[config.mk]
export PLATFORM = sky130hd
export DESIGN_NAME = colour_pwm_driver
export DESIGN_NICKNAME = d
export VERILOG_FILES = /design/src/rtl/colour_pkg.sv /design/src/rtl/colour_pwm_driver_pwm_channel.sv /design/src/rtl/colour_pwm_driver.sv
export SDC_FILE = /design/constraint.sdc
export NUM_CORES = 1
export LEC_CHECK = 0
export ABC_AREA = 1
export CAP_MARGIN = 20
export CORE_AREA = 8 8 45 47
export DETAILED_ROUTE_END_ITERATION = 10
export DIE_AREA = 0 0 53 55
export PLACE_DENSITY = 0.66
export SLEW_MARGIN = 5
export SYNTH_ARGS = -nofsm -noshare
export SYNTH_HDL_FRONTEND = slang
export SYNTH_SLANG_ARGS = --single-unit
[constraint.sdc]
create_clock -name clk -period 2.8 [get_ports clk]
set_input_delay 0.7 -clock clk [delete_from_list [all_inputs] [get_ports clk]]
set_output_delay 0.7 -clock clk [all_outputs]
set_load 0.03 [all_outputs]
[src/rtl/colour_pkg.sv]
// -----------------------------------------------------------------------------
// colour_pkg
//   Shared definitions for the RGB colour PWM driver: the two colour codes the
//   sequencer never legitimately produces, the bit position of each LED
//   channel inside the 3-bit colour code, the per-channel ramp state, and the
//   invalid-code helper.
// -----------------------------------------------------------------------------
package colour_pkg;

    // Codes that carry no colour: all LEDs off and all LEDs on.
    localparam logic [2:0] COL_OFF   = 3'b000;
    localparam logic [2:0] COL_WHITE = 3'b111;

    // Bit positions of each channel in the colour code.
    localparam int R_BIT = 2;
    localparam int G_BIT = 1;
    localparam int B_BIT = 0;

    // Per-channel ramp state, derived each cycle from duty versus target.
    typedef enum logic [1:0] {
        CH_STEADY    = 2'd0,
        CH_RAMP_UP   = 2'd1,
        CH_RAMP_DOWN = 2'd2
    } ch_state_t;

    // 000 and 111 are treated as invalid: the LEDs fade to off.
    function automatic logic colour_invalid(input logic [2:0] code);
        return (code == COL_OFF) || (code == COL_WHITE);
    endfunction

endpackage : colour_pkg

[src/rtl/colour_pwm_driver_pwm_channel.sv]
// -----------------------------------------------------------------------------
// pwm_channel
//   One LED channel: a duty register that walks toward its target once per
//   PWM period, plus the registered PWM comparator.
//
//   Build option: COLOUR_PWM_FADE_EN
//     defined   - duty moves by at most STEP per PWM period (soft fade)
//     undefined - duty is loaded with the target at the next wrap
//
//   Ports
//     clk     in   1        system clock, rising edge
//     rst     in   1        synchronous active-high reset
//     target  in   PWM_W+1  wanted duty, 0..2**PWM_W
//     wrap    in   1        high on the last cycle of a PWM period
//     cnt     in   PWM_W    shared free-running PWM counter
//     pwm     out  1        registered PWM drive
//     busy    out  1        duty has not yet reached target
// -----------------------------------------------------------------------------
module pwm_channel
    import colour_pkg::*;
#(
    parameter int PWM_W = 4,
    parameter int STEP  = 4
) (
    input  logic             clk,
    input  logic             rst,
    input  logic [PWM_W:0]   target,
    input  logic             wrap,
    input  logic [PWM_W-1:0] cnt,
    output logic             pwm,
    output logic             busy
);

    localparam logic [PWM_W:0] FULL = {1'b1, {PWM_W{1'b0}}};

`ifdef COLOUR_PWM_FADE_EN
    localparam logic [PWM_W:0] STEP_V = (PWM_W+1)'(STEP);
`else
    // A full-scale step always lands on the target in one wrap, which is the
    // hard-switch behaviour; STEP plays no part in this build.
    localparam logic [PWM_W:0] STEP_V = FULL;
`endif

    logic [PWM_W:0] duty;
    ch_state_t      state;

    // Move one step toward the target, clamping at the target so the duty
    // can neither overshoot nor wrap around through 0 / 2**PWM_W.
    function automatic logic [PWM_W:0] ramp_step(input logic [PWM_W:0] cur,
                                                 input logic [PWM_W:0] tgt,
                                                 input ch_state_t      st);
        logic [PWM_W:0] gap;
        gap       = '0;
        ramp_step = tgt;
        case (st)
            CH_RAMP_UP: begin
                gap = tgt - cur;
                if (gap > STEP_V) ramp_step = cur + STEP_V;
            end
            CH_RAMP_DOWN: begin
                gap = cur - tgt;
                if (gap > STEP_V) ramp_step = cur - STEP_V;
            end
            default: ramp_step = cur;
        endcase
    endfunction

    // Ramp direction is re-derived every cycle, so a retarget mid-fade simply
    // continues from the present duty.
    always_comb begin
        state = CH_STEADY;
        if (duty > target)
            state = CH_RAMP_DOWN;
        else if (duty < target)
            state = CH_RAMP_UP;
    end

    assign busy = (state != CH_STEADY);

    always_ff @(posedge clk) begin
        if (rst) begin
            duty <= '0;
            pwm  <= 1'b0;
        end else begin
            // Duty only changes between periods so no period is ever cut short.
            if (wrap)
                duty <= ramp_step(duty, target, state);
            // Widened compare: duty == 2**PWM_W keeps the output high all period.
            pwm <= ({1'b0, cnt} < duty);
        end
    end

endmodule : pwm_channel

[src/rtl/colour_pwm_driver.sv]
// -----------------------------------------------------------------------------
// colour_pwm_driver
//   Receives the 3-bit colour code from the LED colour sequencer and drives
//   the three board RGB LED pins with PWM, fading each channel between levels
//   whenever the colour changes.
//
//   Build option: COLOUR_PWM_FADE_EN (see pwm_channel). With it undefined the
//   channels switch to the new level at the first PWM wrap after a change.
//
//   Ports
//     clk     in   1   system clock, rising edge
//     rst     in   1   synchronous active-high reset
//     colour  in   3   colour code: bit2 red, bit1 green, bit0 blue
//     red     out  1   red LED PWM drive
//     green   out  1   green LED PWM drive
//     blue    out  1   blue LED PWM drive
//     fading  out  1   some channel duty still differs from its target
//     err     out  1   registered colour code is 000 or 111
// -----------------------------------------------------------------------------
module colour_pwm_driver
    import colour_pkg::*;
#(
    parameter int PWM_W = 4,
    parameter int STEP  = 4
) (
    input  logic       clk,
    input  logic       rst,
    input  logic [2:0] colour,
    output logic       red,
    output logic       green,
    output logic       blue,
    output logic       fading,
    output logic       err
);

    localparam logic [PWM_W:0]   FULL    = {1'b1, {PWM_W{1'b0}}};
    localparam logic [PWM_W-1:0] CNT_MAX = '1;

    logic [2:0]       colour_q;
    logic [PWM_W-1:0] cnt;
    logic             wrap;
    logic [PWM_W:0]   tgt_r;
    logic [PWM_W:0]   tgt_g;
    logic [PWM_W:0]   tgt_b;
    logic             busy_r;
    logic             busy_g;
    logic             busy_b;

    assign wrap = (cnt == CNT_MAX);

    // Invalid codes force every target to 0 so the LEDs fade out.
    always_comb begin
        tgt_r = '0;
        tgt_g = '0;
        tgt_b = '0;
        if (!colour_invalid(colour_q)) begin
            if (colour_q[R_BIT]) tgt_r = FULL;
            if (colour_q[G_BIT]) tgt_g = FULL;
            if (colour_q[B_BIT]) tgt_b = FULL;
        end
    end

    // The counter is never disturbed by a colour change; only reset clears it.
    always_ff @(posedge clk) begin
        if (rst) begin
            colour_q <= COL_OFF;
            cnt      <= '0;
            err      <= 1'b0;
            fading   <= 1'b0;
        end else begin
            colour_q <= colour;
            cnt      <= cnt + PWM_W'(1);
            err      <= colour_invalid(colour);
            fading   <= busy_r | busy_g | busy_b;
        end
    end

    pwm_channel #(.PWM_W(PWM_W), .STEP(STEP)) u_red (
        .clk    (clk),
        .rst    (rst),
        .target (tgt_r),
        .wrap   (wrap),
        .cnt    (cnt),
        .pwm    (red),
        .busy   (busy_r)
    );

    pwm_channel #(.PWM_W(PWM_W), .STEP(STEP)) u_green (
        .clk    (clk),
        .rst    (rst),
        .target (tgt_g),
        .wrap   (wrap),
        .cnt    (cnt),
        .pwm    (green),
        .busy   (busy_g)
    );

    pwm_channel #(.PWM_W(PWM_W), .STEP(STEP)) u_blue (
        .clk    (clk),
        .rst    (rst),
        .target (tgt_b),
        .wrap   (wrap),
        .cnt    (cnt),
        .pwm    (blue),
        .busy   (busy_b)
    );

endmodule : colour_pwm_driver

==> metrics.txt, run 1 <==
status=complete, no violations; clk sinks=15; Leak Pwr=0.3559 nW; # Post-CTS Setup Buffers=0; cell taking the most area after synthesis=dfxtp_1; VDD IR max=roughly 270 uV; CP Capture Type=output port; Final Hold Fails=0; Die Span X=53 microns; PnR worst setup slack=0.8331 ns; FFs w/ async S/R, synth=0; CTS buffer count=3; initial antenna violation count=0; CTS root buf=clkbuf_4; largest net degree at the start of global routing=11; Pwr Density=526.4 mW/mm^2; Vias/cell=~4.5; Final Cycle Share=0.7025; H-tree depth=1; CP Buf/Inv Count=1; number of I/O port buffers=9; synth warn=0; RR Startpoint=colour_q[0]$_SDFF_PP0_; crit path max fanout=1; main area contributors after synthesis=dfxtp_1 (51%), nor2_1 (11%), ha_1 (8.4%); slew margin rel.=0.7512; Syn Nets=84; post-synth cell types=14; core area=0.001384 sq mm; DP Worst Slack=1.037 ns; flops & latches, synth=15; total negative slack=0 ns; DRT Pass-1 Iters=2; endpoints failing setup=0; I/O pin count=10; Worst Skew=0.006948 ns; cts hold-fix bufs=0; crit-path leading delay family=buffers and inverters; NumNets Final=slightly below 100; worst skew pair latency=0.29 ns; kind of critical path=flop to output port; drt first-iter violations=9; via count=467; vias in the first global route=slightly below 400; worst reg2reg path depth=7; Syn-to-layout area delta=22.36%; Worst path max stage delay=about 0.66 ns; Die H=55 microns; GRT overflow=0; CTS max path bufs=2; stages on the worst setup path=1; Cell Area, Synth=593.1 sq um; CP startpoint=u_blue.pwm$_SDFF_PP0_; worst min path class=flop to flop; CP required=2.10 ns; most used flip-flop cell after synthesis=dfxtp_1; Commonest cells post-synth=nor2_1 (17), dfxtp_1 (15), inv_1 (13); Initial Utilization=0.4286; die area=0.002915 sq mm; Worst EP arrival=1.27 ns; MaxCap Viol Count=0; TritonCTS clock tree=done; HP Start=cnt[0]$_SDFF_PP0_; number of synthesized flops with an enable pin=0; Finished Layout Cells=between 100 and 150; Slew @ Worst Pin=about 0.37 ns; Resized Gates After CTS=0; final-layout fill cell count=around 140; RSZ-0062 raised after global routing=no; Placed Cells=99; Yosys top cell area share=0.5063; DRT Wirelength=slightly above 900 microns; total track usage=0.07853; antenna cells=0; cell with the most instances after synthesis=nor2_1; Worst setup SP type=flop; share of layout cells above drive strength 1=0.1034; hold path depth=1; DRC=0; Rows=14; crit path time final=between 1.5 and 2 ns; post-DP HPWL=733.3 microns; fin. max-slew vios=0; Routed Antenna Nets=0; routability-driven placement congestion ratio=0.7654; fmax=approximately 500 MHz; first-pass GRT wire length=roughly 1600 microns; clock transition at the registers of the reported paths=0.09 ns; crit-path cells=clkdlybuf4s50_1; slowest CP cell=clkdlybuf4s50_1; Seq/Total Area, Yosys=0.5063; Syn Inst Count=between 70 and 80; Syn Area/Cell=around 7.9 sq um; Wirelength per Cell=8.913 microns
## per-layer routing
| layer | vias up | GRT usage | routed length (microns) | part of all wire |
|---|---|---|---|---|
| li1 | 254 | - | - | - |
| met1 | 200 | 0.09399 | 432 | 0.47 |
| met2 | 8 | 0.1074 | 392 | 0.43 |
| met3 | 5 | 0.02406 | 54 | 0.059 |
| met4 | 0 | 0.07759 | 38 | 0.041 |
| met5 | - | 0 | 0 | 0 |
## per-stage QoR
step	instance area (sq um)	hold slack (ns)	power, mW	utilization
final	725.7	0.4570	0.3820	0.5244
after global routing	725.7	0.4763	0.4055	0.5244
after CTS	725.7	0.4636	0.3904	0.5244
after detailed placement	698.2	0.4486	0.2661	0.5045
after global placement	698.2	0.4437	0.2653	0.5045
after floorplan	593.1	0.4176	0.2525	-
## registers in the layout, summed over array words and instances, names as in the netlist
name / cells
u_red.duty: 1
u_green.pwm: 1
u_red.pwm: 1
u_green.duty: 1
colour_q: 3
u_blue.duty: 1
err: 1
u_blue.pwm: 1
fading: 1
cnt: 4
## layout make-up
class / instances / area (sq um) / area share
Clock buffer: 3 / 22.52 / 0.03103
Inverter: 14 / 52.55 / 0.07241
Sequential cell: 15 / 300.3 / 0.4138
Tap cell: 16 / 20.02 / 0.02759
Timing Repair Buffer: 9 / 90.09 / 0.1241
Multi-Input combinational cell: 45 / 235.2 / 0.3241
Clock inverter: 1 / 5.005 / 0.006897
## where the power goes
group / internal [mW] / switching, mW
Sequential: 0.221 / 0.00521
Clock: 0.0531 / 0.0684
Combinational: 0.0157 / 0.0187
## final timing paths
path         slack, ns                          end
min reg2reg       0.46            cnt[0]$_SDFF_PP0_
max               0.83                         blue
max reg2reg       1.57  u_blue.duty[4]$_SDFFE_PP0P_
min               0.46            cnt[0]$_SDFF_PP0_
## placed cells by master (no fill, tap or decap)
cell type / Yosys / final
nor2_1: 17 / 17
dfxtp_1: 15 / 15
inv_1: 13 / 13
nand2_1: 11 / 11
clkdlybuf4s50_1: 0 / 9
nand3_1: 5 / 5
ha_1: 4 / 4
clkbuf_4: 0 / 3
nand4_1: 2 / 2
a21oi_1: 2 / 2
a21oi_2: 1 / 1
a21boi_2: 1 / 1
nand2_2: 1 / 1
inv_2: 1 / 1
nor2_2: 1 / 1
clkinv_2: 0 / 1
## kinds of logic after synthesis
group,Yosys count,synth area share
buffers and inverters,15,0.09704
AO/OA/AOI/OAI,4,0.05063
flip-flops,15,0.5063
adder cells (fa/ha/maj),4,0.08439
AND/OR/NAND/NOR,37,0.2616
Power figures use the tool's default switching activity.
==> run 2: changes to the inputs <==
- CORE_AREA: 8 8 45 47 -> not set
- CORE_MARGIN: not set -> 8
- CORE_UTILIZATION: not set -> 43
- DIE_AREA: 0 0 53 55 -> not set
- clock period: 2.8 -> 1.6 ns (I/O delays scaled with it)
==> metrics.txt, run 2 (synthesized netlist as in run 1, its figures left out) <==
status=complete, no violations; Syn-to-layout area delta=22.15%; Worst setup SP type=flop; VDD IR max=593.5 uV (+120%); CP Buf/Inv Count=1 (unchanged); final-layout fill cell count=139 (+3.0%); Worst Skew=0.003167 ns (-0.003781 ns); crit path max fanout=1 (unchanged); CTS buffer count=3 (unchanged); TritonCTS clock tree=done; Worst EP arrival=0.99 ns (-0.28 ns); CP required=1.20 ns (-0.90 ns); Wirelength per Cell=9.612 microns (+7.8%); via count=444 (-4.9%); initial antenna violation count=0 (unchanged); leading cell types in the layout, fill and taps excluded=nor2_1 (17), dfxtp_1 (15), inv_1 (13); # Post-CTS Setup Buffers=0 (unchanged); register area=300.3 sq um (unchanged); clk sinks=15 (unchanged); most common cell after layout, fill and taps aside=nor2_1; Leak Pwr=0.3795 nW (+6.6%); clock transition at the registers of the reported paths=0.09 ns (about the same); crit-path cells=dlygate4sd2_1; total track usage=0.08141 (+0.002887); MaxCap Viol Count=0 (unchanged); Vias/cell=4.311 (-4.9%); Rows=13 (-1); CTS root buf=clkbuf_4; drt first-iter violations=9 (unchanged); area of the multi-input gates=235.2 sq um (unchanged); crit path time final=1.390 ns; die area=0.002823 sq mm (-3.1%); RSZ-0062 raised after global routing=no; antenna cells=0 (unchanged); cts hold-fix bufs=0 (unchanged); worst skew pair latency=0.28 ns (about the same); CTS max path bufs=2 (unchanged); slew margin rel.=0.7961 (+0.04485); post-DP HPWL=780.3 microns (+6.4%); routability-driven placement congestion ratio=0.7394 (-3.4%); share of layout cells above drive strength 1=0.1023 (-0.001176); Pwr Density=919.9 mW/mm^2 (+75%); Worst path max stage delay=0.39 ns (-0.27 ns); endpoints failing setup=0 (unchanged); core area=0.001301 sq mm (-6.0%); largest register by flop count=cnt; Initial Utilization=0.4558 (+0.02720); number of flip-flops in the largest register=4 (unchanged); slowest CP cell=dlygate4sd2_1; fmax=719.3 MHz; Resized Gates After CTS=5 (+5); number of I/O port buffers=9 (unchanged); H-tree depth=1 (unchanged); Die Span X=53.14 microns (+0.25%); NumNets Final=98 (+1.0%); crit-path leading delay family=buffers and inverters; DRT Pass-1 Iters=4 (+2); Die H=53.14 microns (-3.4%); top flop regs=cnt: 4 flops, colour_q: 3 flops; I/O pin count=10 (unchanged); Routed Antenna Nets=0 (unchanged); CP Capture Type=output port; first-pass GRT wire length=1621 microns (+0.87%); Final Cycle Share=0.8689; utilization after layout=0.5567 (+0.03232); worst min path class=flop to flop; fin. max-slew vios=0 (unchanged); GRT overflow=0 (unchanged); largest net degree at the start of global routing=9 (-2); Final Hold Fails=0 (unchanged); Slew @ Worst Pin=0.3071 ns (-0.06489 ns); DRC=0 (unchanged); vias in the first global route=399 (+2.3%); DRT Wirelength=990 microns (+7.8%); total negative slack=0 ns (unchanged); kind of critical path=flop to output port
## run 2: changes by cell type in the layout (fill, tap and decap cells not counted)
cell,before,now
dlygate4sd2_1,0,5
clkinv_2,1,0
buf_4,0,1
clkdlybuf4s50_1,9,4
clkbuf_1,0,1
## run 2: routing by layer
layer	wire length (microns)	track usage	part of all wire	vias to the layer above
met2	468	0.1152	0.47	10
met1	433	0.08946	0.44	180
met4	12	0.06303	0.012	0
met3	75	0.04202	0.076	2
met5	0	0	0	-
li1	-	-	-	252
## run 2: through the flow
stage	area [sq um]	setup WS (ns)	hold slack, ns	power, mW	cells
after global placement	704.4	0.2516	0.4385	0.4661	99
after detailed placement	704.4	0.2400	0.4391	0.4680	99
after CTS	724.4	0.1990	0.4509	0.6747	103
after global routing	724.4	0.1549	0.4667	0.7102	103
final	724.4	0.2098	0.4517	0.6664	103
after floorplan	593.1	0.4729	0.4176	0.4418	75
## run 2: where the power goes
group / total, mW / switching (mW) / internal (mW)
logic: 0.0598 / 0.0331 / 0.0267
registers: 0.396 / 0.00926 / 0.387
clock network: 0.211 / 0.114 / 0.0967
total: 0.666 / 0.156 / 0.510
## run 2: path summary, 6_finish.rpt
check                                                    end  depth (start not counted)  slack, ns                        from
worst max-delay path                                     err                          1       0.21              err$_SDFF_PP0_
worst max register to register  u_green.duty[4]$_SDFFE_PP0P_                          7       0.35      colour_q[1]$_SDFF_PP0_
worst min-delay path                    u_red.pwm$_SDFF_PP0_                          2       0.45  u_red.duty[4]$_SDFFE_PP0P_
worst min register to register          u_red.pwm$_SDFF_PP0_                          2       0.45  u_red.duty[4]$_SDFFE_PP0P_
## run 2: final cells by class
| type | instances | area share |
|---|---|---|
| Timing Repair Buffer | 10 | 0.1261 |
| Multi-Input combinational cell | 45 | 0.3247 |
| Tap cell | 15 | 0.02591 |
| Sequential cell | 15 | 0.4145 |
| Inverter | 14 | 0.07254 |
| Clock buffer | 4 | 0.03627 |
## run 2: worst min-delay path, cell delays in order, from the launching register on
cell and delay [ns]:
dfxtp_1 0.33, inv_1 0.05, nor2_1 0.03
==> run 3: changes to the inputs <==
- PLACE_DENSITY: 0.66 -> 0.74
==> metrics.txt, run 3 (synthesized netlist as in run 1, its figures left out) <==
status=complete, no violations; Wirelength per Cell=9.165 microns (-4.6%); crit-path leading delay family=buffers and inverters; number of flip-flops in the largest register=4 (unchanged); R2R setup slack=0.36 ns (about the same); RR Startpoint=colour_q[1]$_SDFF_PP0_; kind of critical path=flop to output port; post-DP HPWL=764.7 microns (-2.0%); crit-path cells=dlygate4sd2_1; Final Hold Fails=0 (unchanged); number of I/O port buffers=9 (unchanged); DP Worst Slack=0.2350 ns (-0.004920 ns); Vias/cell=4.388 (+1.8%); Slew @ Worst Pin=0.3110 ns (+0.003917 ns); clk sinks=15 (unchanged); Pwr Density=911.9 mW/mm^2 (-0.87%); clock transition at the registers of the reported paths=0.09 ns (about the same); CP Capture Type=output port; Initial Utilization=0.4558 (unchanged); share of layout cells above drive strength 1=0.1136 (+0.01136); CP required=1.20 ns (about the same); Die Span X=53.14 microns (unchanged); Final Cycle Share=0.8635 (-0.005319); TritonCTS clock tree=done; Worst EP arrival=0.98 ns (about the same); crit path time final=1.382 ns (-0.008510 ns); slew margin rel.=0.7935 (-0.002601); Worst setup SP type=flop; vias in the first global route=445 (+12%); CP startpoint=err$_SDFF_PP0_; Die H=53.14 microns (unchanged); Top Usage Layer GRT=met2; Routed Antenna Nets=0 (unchanged); met3 Resource Use GR=0.06723 (+0.02521); DRT Wirelength=944 microns (-4.6%); CTS root buf=clkbuf_4; MaxCap Viol Count=0 (unchanged); die area=0.002823 sq mm (unchanged); worst skew pair latency=0.28 ns (about the same); NumNets Final=98 (unchanged); endpoints failing setup=0 (unchanged); stages on the worst setup path=1 (unchanged); routability-driven placement congestion ratio=0.7577 (+2.5%); Tot Pwr=661.8 uW (-0.70%); H-tree depth=1 (unchanged); CTS max path bufs=2 (unchanged); crit path max fanout=1 (unchanged); # Post-CTS Setup Buffers=0 (unchanged); I/O pin count=10 (unchanged); top flop regs=cnt: 4 flops, colour_q: 3 flops; worst reg2reg path depth=7 (unchanged); GR Util met1=0.08439 (-0.005062); Resized Gates After CTS=5 (unchanged); FF-to-FF End=u_green.duty[4]$_SDFFE_PP0P_; slowest CP cell=dlygate4sd2_1; met2 track demand over resource=0.1250 (+0.009766); VDD IR max=575.7 uV (-3.0%); via count=452 (+1.8%); antenna cells=0 (unchanged); worst min path class=flop to flop; Syn-to-layout area delta=22.36%; largest net degree at the start of global routing=10 (+1); core area=0.001301 sq mm (unchanged); Rows=13 (unchanged); total track usage=0.08245 (+0.001030); drt first-iter violations=3 (-6); leading cell types in the layout, fill and taps excluded=nor2_1 (17), dfxtp_1 (15), inv_1 (13); Worst Skew=0.004435 ns (+0.001267 ns); DRC=0 (unchanged); largest register by flop count=cnt; GRT overflow=0 (unchanged); DRT Pass-1 Iters=2 (-2); PnR worst setup slack=0.2183 ns (+0.008510 ns); fin. max-slew vios=0 (unchanged); crit path capture=err; total negative slack=0 ns (unchanged); cts hold-fix bufs=0 (unchanged); CTS buffer count=3 (unchanged); RSZ-0062 raised after global routing=no; initial antenna violation count=0 (unchanged); fmax=723.8 MHz (+0.62%); first-pass GRT wire length=1697 microns (+4.7%); Worst path max stage delay=0.39 ns (about the same); Leak Pwr=0.3823 nW (+0.72%); CP Buf/Inv Count=1 (unchanged); most common cell after layout, fill and taps aside=nor2_1
==> run 3: worst min-delay path by stage <==
stage,cells after the start,slack [ns],start,to
final,1,0.45,cnt[0]$_SDFF_PP0_,cnt[0]$_SDFF_PP0_
after global routing,1,0.47,cnt[0]$_SDFF_PP0_,cnt[0]$_SDFF_PP0_
after CTS,1,0.45,cnt[0]$_SDFF_PP0_,cnt[0]$_SDFF_PP0_
after detailed placement,1,0.44,cnt[0]$_SDFF_PP0_,cnt[0]$_SDFF_PP0_
after global placement,1,0.43,cnt[0]$_SDFF_PP0_,cnt[0]$_SDFF_PP0_
after floorplan,1,0.42,cnt[0]$_SDFF_PP0_,cnt[0]$_SDFF_PP0_
==> run 3: layout make-up <==
class / instances / area, sq um
Fill cell: 139 / 575.6
Inverter: 14 / 52.55
Clock inverter: 1 / 5.005
Tap cell: 15 / 18.77
Sequential cell: 15 / 300.3
Multi-Input combinational cell: 45 / 235.2
Timing Repair Buffer: 10 / 91.34
Clock buffer: 3 / 22.52
==> run 3: per-layer routing <==
layer	part of all wire	up-vias
li1	-	253
met4	0	0
met3	0.13	0
met1	0.44	185
met2	0.43	14
met5	0	-
==> run 3: power by group <==
| group | switching (mW) | total [mW] | internal [mW] |
|---|---|---|---|
| Clock | 0.114 | 0.207 | 0.0928 |
| Sequential | 0.00861 | 0.395 | 0.387 |
| Combinational | 0.0328 | 0.0596 | 0.0268 |
==> run 3: through the flow <==
step / cells / area (sq um) / hold slack, ns / util
floorplan: 75 / 593.1 / 0.4176 / -
CTS: 103 / 725.7 / 0.4525 / 0.5577
finish: 103 / 725.7 / 0.4525 / 0.5577
global placement: 99 / 704.4 / 0.4336 / 0.5413
global route: 103 / 725.7 / 0.4679 / 0.5577
detailed placement: 99 / 704.4 / 0.4396 / 0.5413
